`src/rtl/mdu_pkg.sv`:
```
// mdu_pkg: shared types and constants for the multiply/divide unit.
//   mdu_op_e    - operation encoding carried on the op port
//   mdu_state_e - FSM state encoding
//   MDU_LATENCY - cycles from the start edge until hi/lo hold the result
package mdu_pkg;

   typedef enum logic [1:0] {
      MDU_MULT  = 2'd0,
      MDU_MULTU = 2'd1,
      MDU_DIV   = 2'd2,
      MDU_DIVU  = 2'd3
   } mdu_op_e;

   typedef enum logic [1:0] {
      MDU_IDLE = 2'd0,
      MDU_RUN  = 2'd1,
      MDU_FIX  = 2'd2
   } mdu_state_e;

   localparam int MDU_LATENCY = 33;

endpackage

```
`src/rtl/mul_div_unit_if.sv`:
```
// mul_div_unit_if: request/response bundle between the EX stage and the MDU.
//   master: start, op, a, b, hi_we, lo_we, wdata  -> ; <- busy, done, div_by_zero, hi, lo
//   slave : mirror of master (the unit itself)
interface mul_div_unit_if
   import mdu_pkg::*;
#(
   parameter int XLEN = 32
);
   logic            start;
   mdu_op_e         op;
   logic [XLEN-1:0] a;
   logic [XLEN-1:0] b;
   logic            hi_we;
   logic            lo_we;
   logic [XLEN-1:0] wdata;
   logic            busy;
   logic            done;
   logic            div_by_zero;
   logic [XLEN-1:0] hi;
   logic [XLEN-1:0] lo;

   modport master (
      output start, op, a, b, hi_we, lo_we, wdata,
      input  busy, done, div_by_zero, hi, lo
   );

   modport slave (
      input  start, op, a, b, hi_we, lo_we, wdata,
      output busy, done, div_by_zero, hi, lo
   );
endinterface

```
`src/rtl/mul_div_unit_div_iter.sv`:
```
// mdu_div_iter: one combinational restoring-divide step.
//   rem      in  XLEN  partial remainder (always < divisor, so XLEN bits suffice)
//   qin      in  1     next dividend bit shifted into the remainder
//   divisor  in  XLEN  divisor magnitude
//   rem_next out XLEN  remainder after this step
//   qbit     out 1     quotient bit produced by this step
module mdu_div_iter #(
   parameter int XLEN = 32
) (
   input  logic [XLEN-1:0] rem,
   input  logic            qin,
   input  logic [XLEN-1:0] divisor,
   output logic [XLEN-1:0] rem_next,
   output logic            qbit
);
   logic [XLEN:0] shifted;
   logic [XLEN:0] trial;

   // The shifted remainder needs XLEN+1 bits; a borrow in the top bit of the
   // trial subtraction means the divisor did not fit and the remainder is restored.
   always_comb begin
      shifted  = {rem, qin};
      trial    = shifted - {1'b0, divisor};
      qbit     = ~trial[XLEN];
      rem_next = qbit ? trial[XLEN-1:0] : shifted[XLEN-1:0];
   end
endmodule

```
`src/rtl/mul_div_unit.sv`:
```
// mul_div_unit: iterative MULT/MULTU/DIV/DIVU unit owning the HI/LO registers.
//   clk, rst_n  clock, asynchronous active-low reset
//   m (slave)   start/op/a/b launch, hi_we/lo_we/wdata for MTHI/MTLO,
//               busy/done/div_by_zero status, hi/lo architectural registers
// Result lands on hi/lo MDU_LATENCY cycles after the start edge: one load
// edge, ITER radix-2 steps, one sign fix-up edge.
// Build option: define MDU_SIGNED_EN for signed MULT/DIV; without it op[0]
// is ignored and every operation is unsigned.
// ITER must equal XLEN.
module mul_div_unit
   import mdu_pkg::*;
#(
   parameter int XLEN = 32,
   parameter int ITER = XLEN
) (
   input  logic           clk,
   input  logic           rst_n,
   mul_div_unit_if.slave  m
);
   localparam int CW = $clog2(ITER + 1);

   mdu_state_e        state;
   logic              is_div;
   logic              b_zero;
   logic [CW-1:0]     cnt;
   logic [2*XLEN-1:0] acc;     // mult: {partial product, multiplier}; div: {remainder, dividend/quotient}
   logic [XLEN-1:0]   opnd;    // multiplicand or divisor magnitude
   logic [XLEN-1:0]   raw_a;
   logic              busy_q, done_q, dbz_q;
   logic [XLEN-1:0]   hi_q, lo_q;

   logic [XLEN-1:0]   a_mag, b_mag;
   logic [2*XLEN-1:0] prod_fix;
   logic [XLEN-1:0]   quo_fix, rem_fix;

`ifdef MDU_SIGNED_EN
   logic signed_op;
   logic neg_res, neg_rem;

   assign signed_op = ~m.op[0];
   assign a_mag     = (signed_op & m.a[XLEN-1]) ? -m.a : m.a;
   assign b_mag     = (signed_op & m.b[XLEN-1]) ? -m.b : m.b;
   assign prod_fix  = neg_res ? -acc : acc;
   assign quo_fix   = neg_res ? -acc[XLEN-1:0] : acc[XLEN-1:0];
   // Remainder follows the dividend's sign.
   assign rem_fix   = neg_rem ? -acc[2*XLEN-1:XLEN] : acc[2*XLEN-1:XLEN];
`else
   logic unused_op0;

   assign unused_op0 = m.op[0];
   assign a_mag      = m.a;
   assign b_mag      = m.b;
   assign prod_fix   = acc;
   assign quo_fix    = acc[XLEN-1:0];
   assign rem_fix    = acc[2*XLEN-1:XLEN];
`endif

   // Multiply step: conditionally add multiplicand into the upper half, carry
   // included, then shift the whole accumulator right one bit.
   logic [XLEN:0]     add_sum;
   logic [2*XLEN-1:0] mul_next;
   assign add_sum  = {1'b0, acc[2*XLEN-1:XLEN]} + {1'b0, (acc[0] ? opnd : {XLEN{1'b0}})};
   assign mul_next = {add_sum, acc[XLEN-1:1]};

   // Divide step: dividend bits leave the top of the low half, quotient bits
   // enter at the bottom.
   logic [XLEN-1:0]   rem_next;
   logic              qbit;
   logic [2*XLEN-1:0] div_next;

   mdu_div_iter #(.XLEN(XLEN)) u_div_iter (
      .rem      (acc[2*XLEN-1:XLEN]),
      .qin      (acc[XLEN-1]),
      .divisor  (opnd),
      .rem_next (rem_next),
      .qbit     (qbit)
   );
   assign div_next = {rem_next, acc[XLEN-2:0], qbit};

   always_ff @(posedge clk or negedge rst_n) begin
      if (!rst_n) begin
         state   <= MDU_IDLE;
         is_div  <= 1'b0;
         b_zero  <= 1'b0;
         cnt     <= '0;
         acc     <= '0;
         opnd    <= '0;
         raw_a   <= '0;
         busy_q  <= 1'b0;
         done_q  <= 1'b0;
         dbz_q   <= 1'b0;
         hi_q    <= '0;
         lo_q    <= '0;
`ifdef MDU_SIGNED_EN
         neg_res <= 1'b0;
         neg_rem <= 1'b0;
`endif
      end else begin
         done_q <= 1'b0;
         case (state)
            MDU_IDLE: begin
               if (m.start) begin
                  // start beats a same-cycle MTHI/MTLO write
                  state  <= MDU_RUN;
                  busy_q <= 1'b1;
                  is_div <= m.op[1];
                  opnd   <= m.op[1] ? b_mag : a_mag;
                  acc    <= {{XLEN{1'b0}}, (m.op[1] ? a_mag : b_mag)};
                  raw_a  <= m.a;
                  b_zero <= (m.b == '0);
                  dbz_q  <= 1'b0;
                  cnt    <= '0;
`ifdef MDU_SIGNED_EN
                  neg_res <= signed_op & (m.a[XLEN-1] ^ m.b[XLEN-1]);
                  neg_rem <= signed_op & m.a[XLEN-1];
`endif
               end else begin
                  if (m.hi_we) hi_q <= m.wdata;
                  if (m.lo_we) lo_q <= m.wdata;
               end
            end
            MDU_RUN: begin
               acc <= is_div ? div_next : mul_next;
               cnt <= cnt + 1'b1;
               if (cnt == CW'(ITER - 1)) state <= MDU_FIX;
            end
            MDU_FIX: begin
               state  <= MDU_IDLE;
               busy_q <= 1'b0;
               done_q <= 1'b1;
               if (!is_div) begin
                  {hi_q, lo_q} <= prod_fix;
               end else if (b_zero) begin
                  hi_q  <= raw_a;
                  lo_q  <= '1;
                  dbz_q <= 1'b1;
               end else begin
                  hi_q <= rem_fix;
                  lo_q <= quo_fix;
               end
            end
            default: state <= MDU_IDLE;
         endcase
      end
   end

   assign m.busy        = busy_q;
   assign m.done        = done_q;
   assign m.div_by_zero = dbz_q;
   assign m.hi          = hi_q;
   assign m.lo          = lo_q;
endmodule

```
`src/flat_wrapper.sv`:
```
// flat-port wrapper written by rule: the top's interface ports become plain ports
module mul_div_unit_flat import mdu_pkg::*;
#(
   parameter int XLEN = 32,
   parameter int ITER = XLEN
)
  (clk, rst_n, m_start, m_op, m_a, m_b, m_hi_we, m_lo_we, m_wdata, m_busy, m_done, m_div_by_zero, m_hi, m_lo);
  mul_div_unit_if #(.XLEN(XLEN)) m_i ();
  input  logic clk;
  input  logic rst_n;
  input wire logic [$bits(m_i.start)-1:0] m_start;
  input wire logic [$bits(m_i.op)-1:0] m_op;
  input wire logic [$bits(m_i.a)-1:0] m_a;
  input wire logic [$bits(m_i.b)-1:0] m_b;
  input wire logic [$bits(m_i.hi_we)-1:0] m_hi_we;
  input wire logic [$bits(m_i.lo_we)-1:0] m_lo_we;
  input wire logic [$bits(m_i.wdata)-1:0] m_wdata;
  output wire logic [$bits(m_i.busy)-1:0] m_busy;
  output wire logic [$bits(m_i.done)-1:0] m_done;
  output wire logic [$bits(m_i.div_by_zero)-1:0] m_div_by_zero;
  output wire logic [$bits(m_i.hi)-1:0] m_hi;
  output wire logic [$bits(m_i.lo)-1:0] m_lo;
  assign m_i.start = m_start;
  assign m_i.op = m_op;
  assign m_i.a = m_a;
  assign m_i.b = m_b;
  assign m_i.hi_we = m_hi_we;
  assign m_i.lo_we = m_lo_we;
  assign m_i.wdata = m_wdata;
  assign m_busy = m_i.busy;
  assign m_done = m_i.done;
  assign m_div_by_zero = m_i.div_by_zero;
  assign m_hi = m_i.hi;
  assign m_lo = m_i.lo;
  mul_div_unit #(.XLEN(XLEN), .ITER(ITER)) u_core (.clk(clk), .rst_n(rst_n), .m(m_i));
endmodule
```
`config.mk`:
```
export PLATFORM = sky130hd
export DESIGN_NAME = mul_div_unit_flat
export DESIGN_NICKNAME = d
export VERILOG_FILES = /design/src/rtl/mdu_pkg.sv /design/src/rtl/mul_div_unit_if.sv /design/src/rtl/mul_div_unit_div_iter.sv /design/src/rtl/mul_div_unit.sv /design/src/flat_wrapper.sv
export SDC_FILE = /design/constraint.sdc
export NUM_CORES = 1
export LEC_CHECK = 0
export CAP_MARGIN = 25
export CORE_MARGIN = 1.5
export CORE_UTILIZATION = 40
export CTS_CLUSTER_SIZE = 30
export DETAILED_ROUTE_END_ITERATION = 7
export GPL_TIMING_DRIVEN = 0
export PLACE_DENSITY = 0.65
export SYNTH_ARGS = -nofsm -noshare
export SYNTH_HDL_FRONTEND = slang
export SYNTH_SLANG_ARGS = --single-unit
```
`constraint.sdc`:
```
create_clock -name clk -period 8.4 [get_ports clk]
set_input_delay 0.84 -clock clk [delete_from_list [all_inputs] [get_ports clk]]
set_output_delay 0.84 -clock clk [all_outputs]
set_load 0.01 [all_outputs]
```
Word level (Yosys, flattened, before mapping):

Cells that the tools add are included.

* flip-flop bits (word level): 205
* output and inout bits: 67
* word-level logic and storage cells: 66

* $add $sub $neg: 3
* equality and inequality tests: 10
* muxes and demuxes: 29
* bitwise gates (word level): 1
* reductions and logical operators: 11

Operator list (number)
* two-way mux 32 bit: 12
* two-way mux 64 bit: 2
* one-hot mux 32 bit (2 select lines): 2
* one-hot mux 64 bit (2 select lines): 1
* adder 32 x 32 -> 33 bit: 1
* subtractor 33 x 32 -> 33 bit: 1
* logical NOT 32 bit: 1
* one-hot mux 6 bit (2 select lines): 1
* inequality test 2 bit (second input constant): 4
* AND reduction 2 bit: 4
* adder 6 x 1 -> 6 bit (second input constant): 1
* == test 6 x 5 -> 1 bit (second input constant): 1
* two-way mux 6 bit: 1
* inequality test 2 x 1 -> 1 bit (second input constant): 3
* AND reduction 3 bit: 2
* two-way mux 1 bit: 5
* two-way mux 2 bit: 2
* one-hot mux 1 bit (2 select lines): 2
* one-hot mux 2 bit (2 select lines): 1
* AND reduction 4 bit: 1
* nonzero test 2 bit: 2
* == test 2 x 1 -> 1 bit (second input constant): 1
* == test 2 bit (second input constant): 1
* logical NOT 2 bit: 1
* inverter 1 bit: 1

Logic depth before layout (Yosys ltp):

Gate-level depths: netlist of the first run.

* word-level depth: 4
* mapped depth: 14
* gate-level depth less buffers: 13

Modules after synthesis:

Synthesis of the first run repeated with hierarchy kept, for this count alone.

* cell total of the unflattened synthesis: 1652
* area, all modules: 14043.5 µm²

By module, submodules not included
* mul_div_unit: instances 1, cells each 1347, area an instance 11685.0 µm², seq. area each 5129.9 µm²
* mdu_div_iter: instances 1, cells each 305, area an instance 2358.5 µm², seq. area each 0.0 µm²

Worst setup path before layout of the first run:

OpenSTA, ideal clock, no wires.

* path kind: register to register
* start point: reg u_core.acc[0]
* end point: reg u_core.acc[62]
* setup time: 0.130 ns
* arrival: 2.878 ns
* data required time: 8.270 ns
* setup slack: 5.392 ns
* stages on the path, launching flop included: 14
* buffers on the path: 1
* clock period less this slack: 3.008 ns
* cell sequence: dfrtp_1 inv_1 clkbuf_1 nor2_1 ha_1 and3_1 and3_4 a2111oi_4 o21bai_2 a31oi_4 o21ai_2 a311oi_2 mux2i_1 nand3_1

* word-level cells in the longest chain between the ends: 4

RTL lines
* start: declaration: RTL line mul_div_unit.sv:26 `logic [2*XLEN-1:0] acc;`
* start signal: assignment: RTL line mul_div_unit.sv:108 `acc <= {{XLEN{1'b0}}, (m.op[1] ? a_mag : b_mag)};`
* start signal: assignment: RTL line mul_div_unit.sv:123 `acc <= is_div ? div_next : mul_next;`
* two-way mux 32 bit: RTL line mul_div_unit.sv:62 `assign add_sum = {1'b0, acc[2*XLEN-1:XLEN]} + {1'b0, (acc[0] ? opnd : {XLEN{1'b0}})};`
* adder 32 x 32 -> 33 bit: RTL line mul_div_unit.sv:62
* two-way mux 64 bit: RTL line mul_div_unit.sv:123
* one-hot mux 64 bit (2 select lines): RTL line mul_div_unit.sv:100 `case (state)`

No other way between the ends.
A chain may end at the register's enable or synchronous reset.

Final worst setup path of the first run:

* start point: reg u_core.acc[0]
* end point: reg u_core.acc[61]

The elaborated chain is that of the path after synthesis.

==> run summary, run 1 <==
status: finished, final reports clean
critical path depth: 13
total track usage: 27.9%
DR DRC count: 0
worst skew pair latency: 520 ps
synthesized area per cell: 8.13 sq um
core area: 0.0345 sq mm
R2R cell count: 13
delay of the slowest critical-path stage: 530 ps
Max Cap Violations: 0
initial antenna violation count: 0
Max transition margin: 36.3%
DRT Wirelength: 50500 um
# setup viols final: 0
Num CTS Buffers: 24
Worst Setup End Kind: flop
Post-CTS Setup Bufs: 0
Synth Flop Type: dfrtp_1
WP buf/inv: 2
final hold vios: 0
DIE HEIGHT: 190 um
Final Power: 0.00801 W
vias in the first global route: 13600
post-placement cell area: 0.0163 sq mm
vias per inst: 5.85
Setup crit start kind: flop
crit path kind: reg2reg
CTS Buffer Depth: 3
vias after detailed routing: 14000
layout cells sized above 1: 6.20%
Clk pin slew, worst setup/hold paths: 70 ps
Async S/R FF share, synth: 100%
PwrDens: 467 mW/mm^2
Final Max Tran Viols: 0
post-CTS sizing: 0
most frequent CP cell: a21oi_1
Layout area overhead: 22.6%
multi-input logic area: 0.00821 sq mm
Arr. time, crit path: 4340 ps
commonest non-fill, non-tap cell in the layout: nand2_1
most frequent cells in the layout: nand2_1, dfrtp_1, o21ai_0
largest net degree at the start of global routing: 82
Setup TNS: 0 ps
post-route cell area: 0.0171 sq mm
Hold WS: 227 ps
Yosys warning count: 0
post-synth cell types: 83
CP delay by family, top: compound AO/OA/AOI/OAI gates
Overflow after GRT: 0
clk root buf: clkbuf_16
Cell Chain, Critical Path: inv_1, clkbuf_1, nor2_1, ha_1, and2b_1, o2111ai_1, a21oi_1, o211ai_1, a2bb2oi_2, a21oi_1, or4b_1, a32oi_1, a31oi_1
register bit total from synthesis: 205
Die W: 190 um
CTS tree: done
Cell Rows: 68
post-layout min period: 3950 ps
initial core utilization: 40.6%
critical path fanouts, max: 10
first-pass GRT wire length: 78200 um
Die ar.: 0.0361 sq mm
dpl hpwl: 39600 um
Clock Sinks: 205
Worst-Margin Slew: 952 ps
Final nets: 2086
H-tree depth: 1
worst hold path type: in2async
WL per Instance: 21.1 um
remaining antenna violation count after routing: 0
clock skew: 13.6 ps
Mapped Cells: 1721
DRT iter0 DRCs: 1327
FILL cells: 3350
RD Place Congestion: 0.947
worst vdd ir: 255 uV
Initial DRT Pass Iterations: 7
Slowest cell on crit path: or4b_1
hold-fix buffers at CTS: 0
LEAKAGE: 7.52 nW
sequential cell area: 0.00513 sq mm
Synth Net Count: 1891
Port Buffers: 167
Top-Level Pins: 170
Final Cycle Share: 47.0%
Highest Clock Rate: 0.253 GHz
RSZ-0062 raised after global routing: no
Post-synth EDFFs: 0
post-synthesis sequential area ratio: 36.7%
CP required: 8800 ps
Synth Cell Area: 0.0140 sq mm
## kinds of logic (layout without fill, tap and decap cells)
group	count (synthesis)	in the layout	synth area share (%)
muxes	102	102	7.59
and+or+nand+nor	641	641	20.1
buffers and inverters	163	376	4.63
adders and majority gates	67	67	6.10
other	0	1	0
DFF	205	205	36.7
xor gates and xnor gates	52	52	3.39
AOI/OAI and AO/OA	491	491	21.5
## power breakdown
| group | switching, W | internal, W |
|---|---|---|
| clock | 0.000439 | 0.000701 |
| sequential | 0.000456 | 0.00149 |
| combinational | 0.00289 | 0.00204 |
## worst paths after layout
kind | startpoint | end | slack [ps]
min in group clk | u_core.raw_a[25] | u_core.raw_a[25] | 470
max in group asynchronous | rst_n | u_core.m.lo[12] | 7370
min | rst_n | u_core.acc[39] | 230
min reg2reg | u_core.raw_a[25] | u_core.raw_a[25] | 470
max | u_core.acc[0] | u_core.acc[61] | 4450
max reg2reg | u_core.acc[0] | u_core.acc[61] | 4450
## metrics by stage
stage	util, %	setup slack [ps]	cells
6_report	49.8	4450	2390
5_1_grt	49.8	4230	2389
4_1_cts	49.8	4560	2389
3_5_place_dp	47.3	4590	2345
3_3_place_gp	47.1	-2590	2343
2_1_floorplan	-	5390	1721
## cell usage after synthesis (all sizes together) (7+ instances only)
| master | instances | area [sq um] |
|---|---|---|
| nand2 | 320 | 1200 |
| dfrtp | 205 | 5130 |
| o21ai | 181 | 925 |
| a21oi | 134 | 693 |
| nor2 | 124 | 465 |
| nand3 | 98 | 490 |
| clkbuf | 85 | 319 |
| mux2i | 70 | 701 |
| ha | 65 | 813 |
| inv | 50 | 188 |
| xnor2 | 38 | 352 |
| mux2 | 32 | 360 |
| o22ai | 32 | 200 |
| buf | 27 | 138 |
| a22oi | 24 | 180 |
| a21o | 21 | 158 |
| nand4 | 16 | 100 |
| o211ai | 16 | 120 |
| a31oi | 14 | 109 |
| xor2 | 14 | 123 |
| nand2b | 12 | 75.1 |
| nor2b | 11 | 68.8 |
| nor3 | 11 | 55.1 |
| and3 | 10 | 67.6 |
| nor4 | 10 | 62.6 |
| o21bai | 10 | 78.8 |
| a211oi | 9 | 72.6 |
| o21a | 7 | 52.6 |
## state kept, by name, summed over array words and instances, names as in the netlist, 2 cells and up
name          cells
u_core.m.lo      32
u_core.cnt        6
u_core.opnd      32
u_core.m.hi      32
u_core.acc       64
u_core.raw_a     32
u_core.state      2
## routing by layer
metal | vias to the layer above | GRT usage (%) | wire length, um
li1 | 6514 | - | -
met4 | 0 | 10.5 | 1970
met1 | 6755 | 38.9 | 22400
met3 | 121 | 4.89 | 3490
met2 | 583 | 43.1 | 22700
met5 | - | 0 | 0
## cell type report
| cell class | instances | area share [%] |
|---|---|---|
| clock buffer | 32 | 4.04 |
| buffer | 112 | 2.66 |
| timing repair buffer | 169 | 10.1 |
| inverter | 51 | 1.12 |
| clock inverter | 12 | 0.970 |
| multi-input combinational | 1353 | 47.9 |
| sequential | 205 | 29.9 |
| tap | 455 | 3.32 |
| antenna | 1 | 0.0146 |
Note: power is estimated with default switching activity, not from simulation.
==> run 2, diff against run 1 <==
--- a/config.mk
+++ b/config.mk
@@ -11,7 +11,7 @@
 export CTS_CLUSTER_SIZE = 30
 export DETAILED_ROUTE_END_ITERATION = 7
 export GPL_TIMING_DRIVEN = 0
-export PLACE_DENSITY = 0.65
+export PLACE_DENSITY = 0.67
 export SYNTH_ARGS = -nofsm -noshare
 export SYNTH_HDL_FRONTEND = slang
 export SYNTH_SLANG_ARGS = --single-unit
==> constraint.sdc (replaced) <==
create_clock -name clk -period 3.5 [get_ports clk]
set_input_delay 0.35 -clock clk [delete_from_list [all_inputs] [get_ports clk]]
set_output_delay 0.35 -clock clk [all_outputs]
set_load 0.01 [all_outputs]
==> run summary, run 2 (synthesized netlist as in run 1, its figures left out) <==
Final nets: 2097 (+0.53%)
LEAKAGE: 7.55 nW (+0.47%)
WL per Instance: 21.0 um (-0.57%)
Worst Setup End Kind: flop
clock skew: 13.2 ps (-0.381 ps)
Worst-Margin Slew: 1080 ps (+131 ps)
dpl cells: 2344 (-0.043%)
clk root buf: clkbuf_16
CTS tree: done
Max transition margin: 27.1% (-9.2 points)
remaining antenna violation count after routing: 0 (unchanged)
core area: 0.0345 sq mm (unchanged)
DIE HEIGHT: 190 um (unchanged)
Hold Startpoint: m_a[14]
Top-Level Pins: 170 (unchanged)
RR Startpoint: u_core.acc[31]
initial antenna violation count: 0 (unchanged)
Clock Sinks: 205 (unchanged)
Cell Rows: 68 (unchanged)
post-placement cell area: 0.0163 sq mm (-0.17%)
max reg flops: 64 (unchanged)
Final Power: 0.0195 W (+140%)
total track usage: 27.5% (-0.44 points)
Final Max Tran Viols: 0 (unchanged)
Num CTS Buffers: 23 (-4.2%)
DRT iter0 DRCs: 1338 (+0.83%)
Initial DRT Pass Iterations: 5 (-2)
largest net degree at the start of global routing: 111 (+35%)
Highest Clock Rate: 0.297 GHz (+17%)
Overflow after GRT: 0 (unchanged)
worst hold path type: in2reg
RSZ-0062 raised after global routing: no
DRT Wirelength: 50400 um (-0.36%)
delay of the slowest critical-path stage: 460 ps (-70 ps)
DR DRC count: 0 (unchanged)
Hold WS: 418 ps (+191 ps)
PwrDens: 1130 mW/mm^2 (+140%)
Arr. time, crit path: 3790 ps (-550 ps)
most flop-heavy register: u_core.acc
dpl hpwl: 38800 um (-2.1%)
first-pass GRT wire length: 77100 um (-1.4%)
Layout area overhead: 23.3%
crit path kind: reg2reg
commonest non-fill, non-tap cell in the layout: nand2_1
Die ar.: 0.0361 sq mm (unchanged)
CP startpoint: u_core.acc[31]
Clk pin slew, worst setup/hold paths: 60 ps (about the same)
Port Buffers: 167 (unchanged)
layout cells sized above 1: 7.32% (+1.1 points)
H-tree depth: 1 (unchanged)
WP buf/inv: 4 (+2)
# setup viols final: 0 (unchanged)
Cell Chain, Critical Path: inv_1, ha_1, fa_1, nand2b_2, a21oi_4, o21ai_2, o21ai_2, buf_4, a21oi_4, o21ai_4, buf_12, xnor2_2, buf_4, o21ai_0, a31oi_1
worst skew pair latency: 520 ps (about the same)
critical path fanouts, max: 5 (-5)
Final Cycle Share: 96.2% (+49 points)
vias per inst: 5.87 (+0.44%)
Post-Layout Cell Count: 2395 (+0.21%)
CP required: 3920 ps (-4880 ps)
antenna cells: 0 (-1)
vias after detailed routing: 14100 (+0.65%)
CTS Buffer Depth: 3 (unchanged)
initial core utilization: 40.6% (unchanged)
Max Cap Violations: 0 (unchanged)
most frequent cells in the layout: nand2_1, dfrtp_1, o21ai_0, clkdlybuf4s50_1, a21oi_1
RD Place Congestion: 0.952 (+0.44%)
FILL cells: 3360 (+0.30%)
final hold vios: 0 (unchanged)
worst vdd ir: 593 uV (+130%)
CP delay by family, top: compound AO/OA/AOI/OAI gates
post-route cell area: 0.0172 sq mm (+0.58%)
Die W: 190 um (unchanged)
vias in the first global route: 13400 (-1.5%)
status: finished, final reports clean
post-layout min period: 3370 ps (-579 ps)
Slowest cell on crit path: dfrtp_2
Setup crit start kind: flop
run 2: repair_timing:
| action | in CTS | in global routing |
|---|---|---|
| hold buffers | 1 | 0 |
| hold endpoints to repair | 95 | 0 |
| pin swaps | 4 | 8 |
| endpoints found under the setup margin | 33 | 23 |
| setup buffers | 4 | 8 |
| gates resized for setup | 9 | 22 |
| gates cloned | 0 | 1 |
run 2: report_power, final:
group / total [W] / switching (W) / internal [W]
registers: 0.00466 / 0.00108 / 0.00358
clock network: 0.00255 / 0.00102 / 0.00153
logic: 0.0123 / 0.00711 / 0.00520
run 2: metal layers:
metal / wire [um] / part of all wire (%) / GRT usage (%) / vias up
li1: - / - / - / 6525
met1: 22000 / 44 / 37.9 / 6866
met2: 22900 / 45 / 43.2 / 576
met3: 3910 / 7.8 / 5.40 / 97
met4: 1560 / 3.1 / 8.58 / 0
met5: 0 / 0 / 0 / -
run 2: area by class of cell:
class	instances	area [sq um]	area share [%]
repair buffers	181	1830	10.6
clock buffers	33	663	3.85
flip-flops and latches	205	5130	29.8
clock inverters	5	103	0.595
plain buffers	111	469	2.72
inverters	51	191	1.11
multi-input cells	1354	8290	48.1
well taps	455	569	3.30
run 2: worst min-delay path: stages:
cell,delay [ps]
clkdlybuf4s50_1,430
nand2_1,70
nand2_1,40
run 2: path summary, 6_finish.rpt:
| path | endpoint | slack [ps] | depth (start not counted) |
|---|---|---|---|
| worst max-delay path | u_core.acc[61] | 130 | 15 |
| min in group asynchronous | u_core.acc[40] | 440 | 2 |
| max in group asynchronous | u_core.m.lo[25] | 2010 | 3 |
| worst min-delay path | u_core.raw_a[14] | 420 | 3 |
| worst min register to register | u_core.m.lo[21] | 480 | 2 |
| worst max register to register | u_core.acc[61] | 130 | 15 |
run 2: stage by stage:
stage,util [%],setup slack (ps),setup TNS [ps]
floorplan,-,492,0
global placement,47.1,-6900,-1415140
detailed placement,47.2,-285,-5490
CTS,49.6,34.3,0
global route,50.1,8.18,0
finish,50.1,132,0
==> run 3, diff against run 2 <==
--- a/config.mk
+++ b/config.mk
@@ -11,7 +11,7 @@
 export CTS_CLUSTER_SIZE = 30
 export DETAILED_ROUTE_END_ITERATION = 7
 export GPL_TIMING_DRIVEN = 0
-export PLACE_DENSITY = 0.67
+export SLEW_MARGIN = 20
 export SYNTH_ARGS = -nofsm -noshare
 export SYNTH_HDL_FRONTEND = slang
 export SYNTH_SLANG_ARGS = --single-unit
==> run summary, run 3 (synthesized netlist as in run 1, its figures left out) <==
Initial DRT Pass Iterations: 6 (+1)
most flop-heavy register: u_core.acc
# setup viols final: 0 (unchanged)
largest net degree at the start of global routing: 95 (-14%)
CP required: 3900 ps (-20 ps)
PwrDens: 1130 mW/mm^2 (+0.22%)
Setup TNS: 0 ps (unchanged)
Overflow after GRT: 0 (unchanged)
status: finished, final reports clean
Final nets: 2100 (+0.14%)
FILL cells: 3456 (+2.9%)
initial antenna violation count: 0 (unchanged)
critical path fanouts, max: 4 (-1)
Arr. time, crit path: 3800 ps (about the same)
worst hold path type: in2async
Final Max Tran Viols: 0 (unchanged)
Highest Clock Rate: 0.294 GHz (-0.99%)
post-layout min period: 3400 ps (+33.5 ps)
Clock Sinks: 205 (unchanged)
DRT iter0 DRCs: 1222 (-8.7%)
clock power share: 13.0% (about the same)
WL per Instance: 21.8 um (+3.6%)
multi-input logic area: 0.00828 sq mm (-0.11%)
Layout area overhead: 23.6%
H-tree depth: 1 (unchanged)
commonest non-fill, non-tap cell in the layout: nand2_1
vias after detailed routing: 13900 (-0.92%)
initial core utilization: 40.6% (unchanged)
dpl hpwl: 40400 um (+4.2%)
Top-Level Pins: 170 (unchanged)
Worst-Margin Slew: 961 ps (-122 ps)
vias in the first global route: 13500 (+0.34%)
Num CTS Buffers: 24 (+4.3%)
Port Buffers: 167 (unchanged)
GRT met2 Usage: 44.8% (+1.6 points)
Logic pwr share: 63.1% (about the same)
post-route cell area: 0.0173 sq mm (+0.24%)
sequential power share: 23.9% (about the same)
Final Cycle Share: 97.2% (+0.96 points)
Cell Rows: 68 (unchanged)
layout cells sized above 1: 7.76% (+0.44 points)
RD Place Congestion: 0.922 (-3.1%)
final hold vios: 0 (unchanged)
clk root buf: clkbuf_16
remaining antenna violation count after routing: 0 (unchanged)
Clk pin slew, worst setup/hold paths: 60 ps (about the same)
DR DRC count: 0 (unchanged)
post-placement cell area: 0.0163 sq mm (+0.17%)
Max transition margin: 35.7% (+8.6 points)
Internal: 0.0102 W (-0.62%)
first-pass GRT wire length: 79000 um (+2.4%)
total track usage: 28.4% (+0.97 points)
RSZ-0062 raised after global routing: no
sw frac: 47.8% (+0.57 points)
worst vdd ir: 429 uV (-28%)
Net Switching: 0.00937 W (+1.7%)
CTS tree: done
Hold WS: 271 ps (-147 ps)
Die W: 190 um (unchanged)
Die ar.: 0.0361 sq mm (unchanged)
post-layout util: 50.2% (+0.12 points)
Setup crit start kind: flop
max reg flops: 64 (unchanged)
core area: 0.0345 sq mm (unchanged)
LEAKAGE: 7.57 nW (+0.24%)
worst skew pair latency: 530 ps (about the same)
crit path kind: reg2reg
global routing's busiest layer: met2
met1 usage: 40.5% (+2.6 points)
clock skew: 7.70 ps (-5.54 ps)
vias per inst: 5.80 (-1.2%)
CTS Buffer Depth: 3 (unchanged)
M3 GR Usage: 2.88% (-2.5 points)
sequential cell area: 0.00513 sq mm (unchanged)
DRT Wirelength: 52400 um (+4.0%)
Max Cap Violations: 0 (unchanged)
most frequent cells in the layout: nand2_1, dfrtp_1, o21ai_0
DIE HEIGHT: 190 um (unchanged)
Final Power: 0.0196 W (+0.46%)
Worst Setup End Kind: flop
[run 3: cell count changes in the layout (fill, tap and decap cells not counted), moves of 2 or more]
cell	change
clkinv_2	+3
buf_12	-2
buf_6	+2
bufinv_16	-2
clkbuf_16	+2
clkbuf_4	+2
[run 3: power groups by stage]
stage | Sequential (W) | Combinational [W] | Clock, W
6_report | 0.00468 | 0.0124 | 0.00255
5_1_grt | 0.00481 | 0.0135 | 0.00266
4_1_cts | 0.00467 | 0.0119 | 0.00258
3_5_place_dp | 0.00470 | 0.0118 | 0
3_3_place_gp | 0.00468 | 0.0116 | 0
2_1_floorplan | 0.00447 | 0.00806 | 0
[run 3: layout make-up]
class / instances / share of cell area [%]
plain buffers: 111 / 2.76
repair buffers: 184 / 10.7
multi-input cells: 1353 / 47.9
clock inverters: 8 / 0.427
inverters: 51 / 1.11
clock buffers: 35 / 4.13
well taps: 455 / 3.29
flip-flops and latches: 205 / 29.7
diodes: 1 / 0.0145
[run 3: metal layers]
layer | share of wire, % | vias to the layer above
met1 | 46 | 6782
li1 | - | 6541
met5 | 0 | -
met3 | 5.3 | 106
met2 | 45 | 506
met4 | 3.6 | 0
[run 3: worst paths after layout]
check / slack (ps) / startpoint / cells past startpoint / end
max in group asynchronous: 2410 / rst_n / 3 / u_core.acc[31]
hold reg to reg: 480 / u_core.raw_a[10] / 2 / u_core.raw_a[10]
hold / removal: 270 / rst_n / 2 / u_core.acc[40]
setup / recovery: 100 / u_core.acc[0] / 13 / u_core.acc[61]
min in group clk: 410 / m_a[27] / 3 / u_core.raw_a[27]
setup reg to reg: 100 / u_core.acc[0] / 13 / u_core.acc[61]
[run 3: stage by stage]
step	worst slack, ps	cells
floorplan	492	1721
global placement	-7230	2343
detailed placement	-493	2345
CTS	8.28	2391
global route	27.5	2402
finish	98.8	2403
[run 3: timing repair]
| item | 4_1_cts | 5_1_grt |
|---|---|---|
| setup buffers | 2 | 12 |
| cloned | 0 | 0 |
| resized for setup | 17 | 15 |
| setup endpoints to repair | 33 | 23 |
| hold buffers | 1 | 0 |
| pin swaps | 6 | 7 |
| hold endpoints to repair | 23 | 0 |
[run 3: worst max-delay path, stage by stage, from the launching register on]
cell and delay [ps]:
dfrtp_2 390, and2_4 150, ha_4 140, inv_1 60, fa_2 360, and2b_2 280
o2111ai_4 130, a21oi_2 220, o211ai_1 240, a2bb2oi_2 350, a21oi_4 130, or4b_4 520
a32oi_1 230, a31oi_1 70
